### src/rtl/debug_trace_buffer.sv
// debug_trace_buffer
// Captures the CPU debug word whenever it changes (while capture_en is high)
// into a first-word-fall-through FIFO. Once the FIFO is full, further captures
// are dropped and the sticky overflow flag is set.
// Optional feature: define DEBUG_TRACE_TIMESTAMP_EN to store a 32-bit cycle
// stamp with each entry. The stamp of the head entry appears on out_ts.
module debug_trace_buffer #(
  parameter int DATA_W = 64,
  parameter int DEPTH  = 16
) (
  input  logic                    clk,
  input  logic                    rst,
  input  logic [DATA_W-1:0]       debug_in,
  input  logic                    capture_en,
  output logic                    out_valid,
  input  logic                    out_ready,
  output logic [DATA_W-1:0]       out_data,
  output logic [$clog2(DEPTH):0]  level,
  output logic                    overflow
`ifdef DEBUG_TRACE_TIMESTAMP_EN
  ,
  output logic [31:0]             out_ts
`endif
);

  localparam int AW = $clog2(DEPTH);
  localparam int LW = AW + 1;
  localparam logic [LW-1:0] FULL_LEVEL = LW'(DEPTH);

  logic [DATA_W-1:0] mem_r [DEPTH];
  logic [DATA_W-1:0] prev_r;
  logic              has_prev_r;
  logic [AW-1:0]     wr_ptr_r;
  logic [AW-1:0]     rd_ptr_r;
  logic [LW-1:0]     level_r;
  logic              valid_r;
  logic              overflow_r;

  logic              push_s;
  logic              pop_s;
  logic              wr_en_s;
  logic              drop_s;
  logic [LW-1:0]     level_nxt_s;

`ifdef DEBUG_TRACE_TIMESTAMP_EN
  logic [31:0]       ts_cnt_r;
  logic [31:0]       ts_mem_r [DEPTH];
`endif

  // Push/pop decode. A cycle with rst high neither pushes nor pops.
  // A pop is only possible when the FIFO is not empty.
  always_comb begin
    push_s      = 1'b0;
    pop_s       = 1'b0;
    wr_en_s     = 1'b0;
    drop_s      = 1'b0;
    level_nxt_s = level_r;
    if (rst) begin
      push_s = 1'b0;
      pop_s  = 1'b0;
    end else begin
      push_s = capture_en && (!has_prev_r || (debug_in != prev_r));
      pop_s  = valid_r && out_ready;
    end
    // When the FIFO is full, a simultaneous pop frees the slot for the push.
    if (push_s && ((level_r != FULL_LEVEL) || pop_s)) begin
      wr_en_s = 1'b1;
    end else begin
      wr_en_s = 1'b0;
    end
    drop_s = push_s && !wr_en_s;
    case ({wr_en_s, pop_s})
      2'b10:   level_nxt_s = level_r + LW'(1);
      2'b01:   level_nxt_s = level_r - LW'(1);
      default: level_nxt_s = level_r;
    endcase
  end

  // Control state: change-detect history, pointers, fill level and flags.
  always_ff @(posedge clk) begin
    if (rst) begin
      prev_r     <= {DATA_W{1'b0}};
      has_prev_r <= 1'b0;
      wr_ptr_r   <= {AW{1'b0}};
      rd_ptr_r   <= {AW{1'b0}};
      level_r    <= {LW{1'b0}};
      valid_r    <= 1'b0;
      overflow_r <= 1'b0;
    end else begin
      if (capture_en) begin
        prev_r     <= debug_in;
        has_prev_r <= 1'b1;
      end
      // Pointers wrap naturally because DEPTH is a power of two.
      if (wr_en_s) begin
        wr_ptr_r <= wr_ptr_r + AW'(1);
      end
      if (pop_s) begin
        rd_ptr_r <= rd_ptr_r + AW'(1);
      end
      level_r <= level_nxt_s;
      valid_r <= (level_nxt_s != {LW{1'b0}});
      if (drop_s) begin
        overflow_r <= 1'b1;
      end
    end
  end

  // Entry storage. It is left uncleared on reset; the pointers define what is valid.
  always_ff @(posedge clk) begin
    if (wr_en_s) begin
      mem_r[wr_ptr_r] <= debug_in;
    end
  end

  assign out_valid = valid_r;
  assign out_data  = mem_r[rd_ptr_r];
  assign level     = level_r;
  assign overflow  = overflow_r;

`ifdef DEBUG_TRACE_TIMESTAMP_EN
  // Free-running cycle counter. It wraps from 0xFFFFFFFF to 0.
  always_ff @(posedge clk) begin
    if (rst) begin
      ts_cnt_r <= 32'd0;
    end else begin
      ts_cnt_r <= ts_cnt_r + 32'd1;
    end
  end

  // Stamp storage, written alongside the data entry.
  always_ff @(posedge clk) begin
    if (wr_en_s) begin
      ts_mem_r[wr_ptr_r] <= ts_cnt_r;
    end
  end

  assign out_ts = ts_mem_r[rd_ptr_r];
`endif

endmodule

### config.mk
export PLATFORM = sky130hd
export DESIGN_NAME = debug_trace_buffer
export DESIGN_NICKNAME = d
export VERILOG_FILES = /design/src/rtl/debug_trace_buffer.sv
export SDC_FILE = /design/constraint.sdc
export NUM_CORES = 1
export LEC_CHECK = 0
export ABC_AREA = 1
export ABC_CLOCK_PERIOD_IN_PS = 13150
export CAP_MARGIN = 25
export CORE_UTILIZATION = 30
export CTS_BUF_LIST = sky130_fd_sc_hd__clkbuf_8
export DETAILED_ROUTE_END_ITERATION = 6
export GPL_ROUTABILITY_DRIVEN = 0
export PLACE_DENSITY = 0.56
export SYNTH_ARGS = -nofsm -noshare
export SYNTH_HDL_FRONTEND = slang
export SYNTH_SLANG_ARGS = --single-unit
### constraint.sdc
create_clock -name clk -period 13.15 [get_ports clk]
set_input_delay 1.315 -clock clk [delete_from_list [all_inputs] [get_ports clk]]
set_output_delay 1.315 -clock clk [all_outputs]
set_load 0.01 [all_outputs]
[Word-level counts from Yosys, hierarchy flattened]
Memory sizes are Yosys's and may differ from the RTL's. A register that Yosys moved wholly into a read port is not among the register bits.
Index checks and enable logic that the tools add are counted.
Operators by class
  reductions and logical operators: 9
  equal/unequal tests: 4
  divide/modulo/power cells: 0
  $add $sub $neg: 4
  $lt $le $gt $ge: 0
  $mul: 0
  bitwise logic cells: 0
  shift-type cells: 0
  muxes and demuxes: 8
Operator list (count)
  $ne A64 B64 Y1: 1
  $pmux W5 S2: 1
  $add A4 B1 Y4 const B: 2
  $mux W4: 2
  $add A5 B1 Y5 const B: 1
  $mux W1: 5
  $ne A5 B5 Y1 const B: 1
  $reduce_bool A5 Y1: 1
  $sub A5 B1 Y5 const B: 1
  $logic_and A1 B1 Y1: 4
  $eq A2 B1 Y1 const B: 1
  $eq A2 B2 Y1 const B: 1
  $logic_not A1 Y1: 2
  $logic_or A1 B1 Y1: 2
Storage, ports and cells
  memory bits (writable): 1024
  latch bits: 0
  register bits after elaboration: 80
  input bits: 68
  logic and storage cells: 33
  memory bits (read-only): 0
  memories kept: 1
Memory list
  mem_r: depth 16, width 64, rd ports 1, clocked after memory_dff 1, wr ports 1, line 30  | logic [DATA_W-1:0] mem_r [DEPTH];

[Depth between registers and ports, before layout]
Gate-level depths: netlist (run 1).
  word-level depth: 9
  gate-level depth with buffers: 24
  mapped depth without buffers: 24

[Worst setup path before layout (run 1)]
OpenSTA, ideal clock, no wires.
  kind: input -> register
  from: input port capture_en
  to: memory mem_r[0][0] (enable)
  arrival time: 4.874 ns
  stages: 7
  setup slack: 7.790 ns
  data required time: 12.664 ns
  path through: buf_2 -> inv_1 -> nor2_1 -> nand3_2 -> inv_2 -> nand2_1 -> nor2_1
Between the ends
  word-level cells in the longest chain between the ends: 6
RTL lines
  start: declaration: line 14  | input logic capture_en,
  $logic_and A1 B1 Y1: line 62  | push_s = capture_en && (!has_prev_r || (debug_in != prev_r));
  $mux W1: line 58  | if (rst) begin
  $logic_and A1 B1 Y1: line 66  | if (push_s && ((level_r != FULL_LEVEL) || pop_s)) begin
  $mux W1: line 66
  $mux W1: line 111  | if (wr_en_s) begin
  $mux W1 (not written as such): line 112  | mem_r[wr_ptr_r] <= debug_in;
  end: declaration: line 30
Every way passes these cells.

==> results of run 1 <==
-- state kept, by name (all words and copies together), names as in the netlist, named ones only --
signal      cells
level           5
out_valid       1
mem_r        1024
wr_ptr_r        4
overflow        1
has_prev_r      1
rd_ptr_r        4
prev_r         64
-- metal layers --
metal | up-vias | wire, µm | global-route usage
met2 | 692 | 53700 | 0.241
met5 | - | 132 | 0
met1 | 13359 | 51600 | 0.203
met4 | 20 | 2450 | 0.0449
met3 | 195 | 7610 | 0.0409
li1 | 12627 | - | -
-- Yosys cell counts (4+ instances only) --
cell type	instances	area [µm²]
xnor2_1	19	166
or2_0	6	37.5
o21ai_1	28	140
buf_2	44	220
clkbuf_1	149	559
nor2_1	129	484
nand4_1	4	25.0
buf_1	11	41.3
edfxtp_1	1024	30700
o21ai_0	353	1770
mux2i_1	256	2560
dfxtp_1	84	1680
inv_2	9	33.8
nand3_1	93	465
o211ai_1	256	1920
nand2_1	188	706
nand2_2	9	56.3
inv_1	332	1250
a21oi_1	300	1500
nand3b_1	5	37.5
ha_1	8	100
-- worst paths after layout --
path                                start                      to  slack [ns]  depth (start not counted)
setup / recovery                     flop            out_data[19]        6.80                          7
setup reg to reg  prev_r[45]$_SDFFE_PP0P_  mem_r[2][40]$_DFFE_PP_        9.48                         12
hold / removal      overflow$_SDFFE_PP0P_   overflow$_SDFFE_PP0P_        0.47                          1
hold reg to reg     overflow$_SDFFE_PP0P_   overflow$_SDFFE_PP0P_        0.47                          1
-- final cells by class --
| cell class | count | area [µm²] |
|---|---|---|
| Multi-Input combinational cell | 1675 | 10300 |
| Clock buffer | 193 | 2660 |
| Timing Repair Buffer | 205 | 2020 |
| Clock inverter | 145 | 732 |
| Antenna cell | 6 | 15.0 |
| Fill cell | 14319 | 96000 |
| Tap cell | 1930 | 2410 |
| Inverter | 342 | 1300 |
| Sequential cell | 1108 | 32400 |
-- metrics by stage --
| step | utilization | instances |
|---|---|---|
| global placement | 0.327 | 5254 |
| global route | 0.351 | 5603 |
| finish | 0.351 | 5604 |
| floorplan | - | 3330 |
| detailed placement | 0.327 | 5256 |
| CTS | 0.350 | 5594 |
-- cells by family (layout without fill, tap and decap cells) --
group / after synthesis / after routing / synth area share
flip-flops: 1108 / 1108 / 0.726
adder cells (fa/ha/maj): 9 / 9 / 0.00269
other: 0 / 6 / 0
multiplexers: 256 / 256 / 0.0573
AO/OA/AOI/OAI: 940 / 940 / 0.120
buffers and inverters: 547 / 885 / 0.0473
XOR/XNOR: 21 / 21 / 0.00412
AND/OR/NAND/NOR: 449 / 449 / 0.0433
-- critical path, delay by kind of cell (launching register included) --
family / cells / cell delay [ns]
buffers and inverters: 3 / 2.33
DFF: 1 / 0.86
AOI/OAI and AO/OA: 1 / 0.20
and+or+nand+nor: 2 / 0.43
muxes: 1 / 0.19
-- power groups by stage --
stage,Clock (mW),Combinational (mW),Sequential (mW)
CTS,2.88,0.626,3.92
global placement,0,0.618,3.99
detailed placement,0,0.623,3.99
floorplan,0,0.352,3.98
global route,3.01,0.688,3.92
finish,2.80,0.621,3.92
==> qor.yml, run 1 <==
status: "finished, final reports clean"
worst_slack_ns: 6.80
h-tree-depth: 4
hp-class: "reg2reg"
place_hpwl_um: 59400
clkSlewWorstSetupHoldPaths_ns: 0.06
drc: 0
p_int_mw: 5.53
die_h_um: 388
port_buffers: 138
grt.total_usage: 0.152
fp-row-count: 141
switching_share: 0.246
rsz0062_at_grt: "false"
end_kind: "output pin"
start_util: 0.302
clk_latency_ns: 0.89
dr_total_vias: 26893
slew_headroom: 0.171
fin_crit_sh: 0.483
peakVddDrop_mv: 0.0887
synth_cells: 3330
coreArea_mm2: 0.148
clockPowerShare: 0.381
required_ns: 11.84
ys_seq_area_frac: 0.726
grt_pass1_vias: 26382
wl_um: 116000
crit_top_cell: "buf_4"
hold_viol_final: 0
synthArstFlopShare: 0
synth.avg_cell_area_um2: 13.4
synth_area_mm2: 0.0447
fin_area_mm2: 0.0519
holdBufCountCts: 0
synthFlopType: "edfxtp_1"
ant_nets: 0
powerDensity_mw_per_mm2: 141
switchingPower_mw: 1.81
grt_overflow_total: 0
placed_cell_area_mm2: 0.0483
synth_edf_count: 1024
grt_pass1_wl_um: 172000
synth.distinct_cells: 37
synth_seq_cells: 1108
final_common_cell: "edfxtp_1"
cts_buffer_depth: 3
max_stage_delay_ns: 0.90
crit_fanout: 82
drive_gt1_frac: 0.0916
period_needed_ns: 6.35
place_ws_ns: 7.39
cts_tree: "built"
clock_sinks: 1108
fin_hold_ws_ns: 0.472
yosysWarnings: 0
p_total_mw: 7.33
p_leak_nw: 17.4
final.setup_skew_ns: 0.0601
first_pass_iters: 5
worstPathCellList: "buf_4 -> buf_4 -> mux2i_1 -> o211ai_1 -> nand3_1 -> nand2_1 -> clkdlybuf4s50_1"
nNetsFinal: 3590
cts_buffers: 181
path_class: "reg2out"
slowest_stage: "buf_4"
tns_ns: 0
postCtsSetupBuffers: 0
ios: 139
pwr-share-comb: 0.085
final_cell_mix: "1024 x edfxtp_1, 419 x inv_1, 353 x o21ai_0, 300 x a21oi_1"
drtIter0Drc: 1977
p_seq_frac: 0.534
cp.arrival_ns: 5.04
timing.final.max_slew_violations: 0
antenna_found_initial: 15
grt_max_degree: 211
synth_nets: 3407
dieWidth_um: 388
start_kind: "flop"
post_cts_resized: 0
drv_cap: 0
syn_to_final_growth_pct: 16.0
die-area_mm2: 0.151
fmax_ghz: 0.157
cts-root-buf: "clkbuf_8"
wl_per_cell_um: 20.6
setup_viol: 0
tightest_slew_ns: 1.24
vias_per_cell: 4.80
(Power assumes the default switching activity.)
==> inputs of run 2 (changes only) <==
- ABC_CLOCK_PERIOD_IN_PS: 13150 -> 5400
- PLACE_DENSITY: 0.56 -> 0.57
- clock period: 13.15 -> 5.4 ns (I/O delays scaled with it)
==> qor.yml, run 2 (synthesis results as in run 1) <==
clk_latency_ns: 0.85
rsz0062_at_grt: "false"
fmax_ghz: 0.222
timing.final.max_slew_violations: 0
clkSlewWorstSetupHoldPaths_ns: 0.06
cts_tree: "built"
cts_buffers: 169
r2r-start: "prev_r[49]$_SDFFE_PP0P_"
drive_gt1_frac: 0.0980
grt.total_usage: 0.157
path_class: "reg2out"
regToRegSetupSlack_ns: 2.34
critical_path_depth: 8
die_h_um: 388
tightest_slew_ns: 1.06
hold_viol_final: 0
fp-row-count: 141
nFillCells: 14290
syn_to_final_growth_pct: 16.3
holdBufCountCts: 0
h-tree-depth: 4
antenna_found_initial: 20
slew_headroom: 0.296
fin_util: 0.352
cts_buffer_depth: 3
hp-class: "in2reg"
place_hpwl_um: 60700
drc: 0
final_common_cell: "edfxtp_1"
max_stage_delay_ns: 0.71
post_cts_resized: 0
ios: 139
hp-start: "capture_en"
worstPathCellList: "buf_4 -> buf_4 -> a21oi_1 -> o21ai_0 -> o211ai_1 -> nand3_1 -> nand2_1 -> clkdlybuf4s50_1"
peakVddDrop_mv: 0.174
coreArea_mm2: 0.148
largest_reg_flops: 1024
cp.arrival_ns: 3.97
r2r-end: "out_valid$_SDFF_PP0_"
required_ns: 4.86
crit_buf_inv: 3
min_path_cells: 3
nNetsFinal: 3602
drv_cap: 0
postCtsSetupBuffers: 0
powerDensity_mw_per_mm2: 340
status: "finished, final reports clean"
seqCellArea_mm2: 0.0324
ff2ff_path_depth: 23
period_needed_ns: 4.51
die-area_mm2: 0.151
whs_endpoint: "prev_r[51]$_SDFFE_PP0P_"
crit_fanout: 54
dieWidth_um: 388
start_util: 0.302
grt_pass1_wl_um: 175000
end_kind: "output pin"
wl_um: 119000
top_register: "mem_r"
ant_nets: 0
vias_per_cell: 4.79
tns_ns: 0
crit_family: "buffers and inverters"
setup_viol: 0
p_leak_nw: 17.4
grt_max_degree: 143
drtIter0Drc: 2140
fin_crit_sh: 0.836
cts-root-buf: "clkbuf_8"
wl_per_cell_um: 21.3
final.setup_skew_ns: 0.0366
crit_top_cell: "buf_4"
final_cell_mix: "1024 x edfxtp_1, 401 x inv_1, 353 x o21ai_0, 300 x a21oi_1"
port_buffers: 138
clock_sinks: 1108
grt_overflow_total: 0
first_pass_iters: 6
fin_hold_ws_ns: 0.183
slowest_stage: "buf_4"
grt_pass1_vias: 26513
dr_total_vias: 26871
start_kind: "flop"
multi_input_area_mm2: 0.0103
## run 2: through the flow
stage / std cells / power (mW) / cell area (µm²) / worst slack (ns)
floorplan: 3330 / 10.5 / 44700 / 0.815
global placement: 5282 / 11.2 / 48700 / 1.24
detailed placement: 5283 / 11.2 / 48700 / 1.19
CTS: 5601 / 17.9 / 52000 / 0.760
global route: 5603 / 18.4 / 52000 / 0.663
finish: 5604 / 17.7 / 52000 / 0.887
## run 2: power by group
group | leakage (nW) | internal, mW | total, mW | switching, mW
registers | 9.92 | 9.46 | 9.52 | 0.0635
logic | 5.57 | 0.569 | 1.51 | 0.945
clock network | 1.91 | 3.39 | 6.65 | 3.25
total | 17.4 | 13.4 | 17.7 | 4.26
## run 2: layout make-up
cell class              instances  share of cell area
diodes                          2           0.0000963
clock buffers                 187              0.0495
clock inverters               131              0.0134
inverters                     342              0.0249
multi-input cells            1675               0.198
flip-flops and latches       1108               0.624
well taps                    1930              0.0464
repair buffers                229              0.0441
## run 2: tightest hold or removal path, stage by stage
cell,delay [ns]
buf_4,0.10
buf_4,0.23
a21oi_1,0.09
## run 2: worst max path at each step
stage | start | endpoint | slack, ns
3_3_place_gp | debug_in[53] | out_valid$_SDFF_PP0_ | 1.24
3_5_place_dp | debug_in[53] | out_valid$_SDFF_PP0_ | 1.19
5_1_grt | flop | out_data[47] | 0.66
6_report | flop | out_data[42] | 0.89
4_1_cts | flop | out_data[42] | 0.76
2_1_floorplan | capture_en | mem_r[0][0]$_DFFE_PP_ | 0.81
## run 2: routing by layer
layer | part of all wire | GRT usage | routed length (µm)
met4 | 0.021 | 0.0455 | 2560
met1 | 0.45 | 0.211 | 53900
met3 | 0.060 | 0.0344 | 7130
met5 | 0.0012 | 0 | 141
met2 | 0.47 | 0.252 | 55600
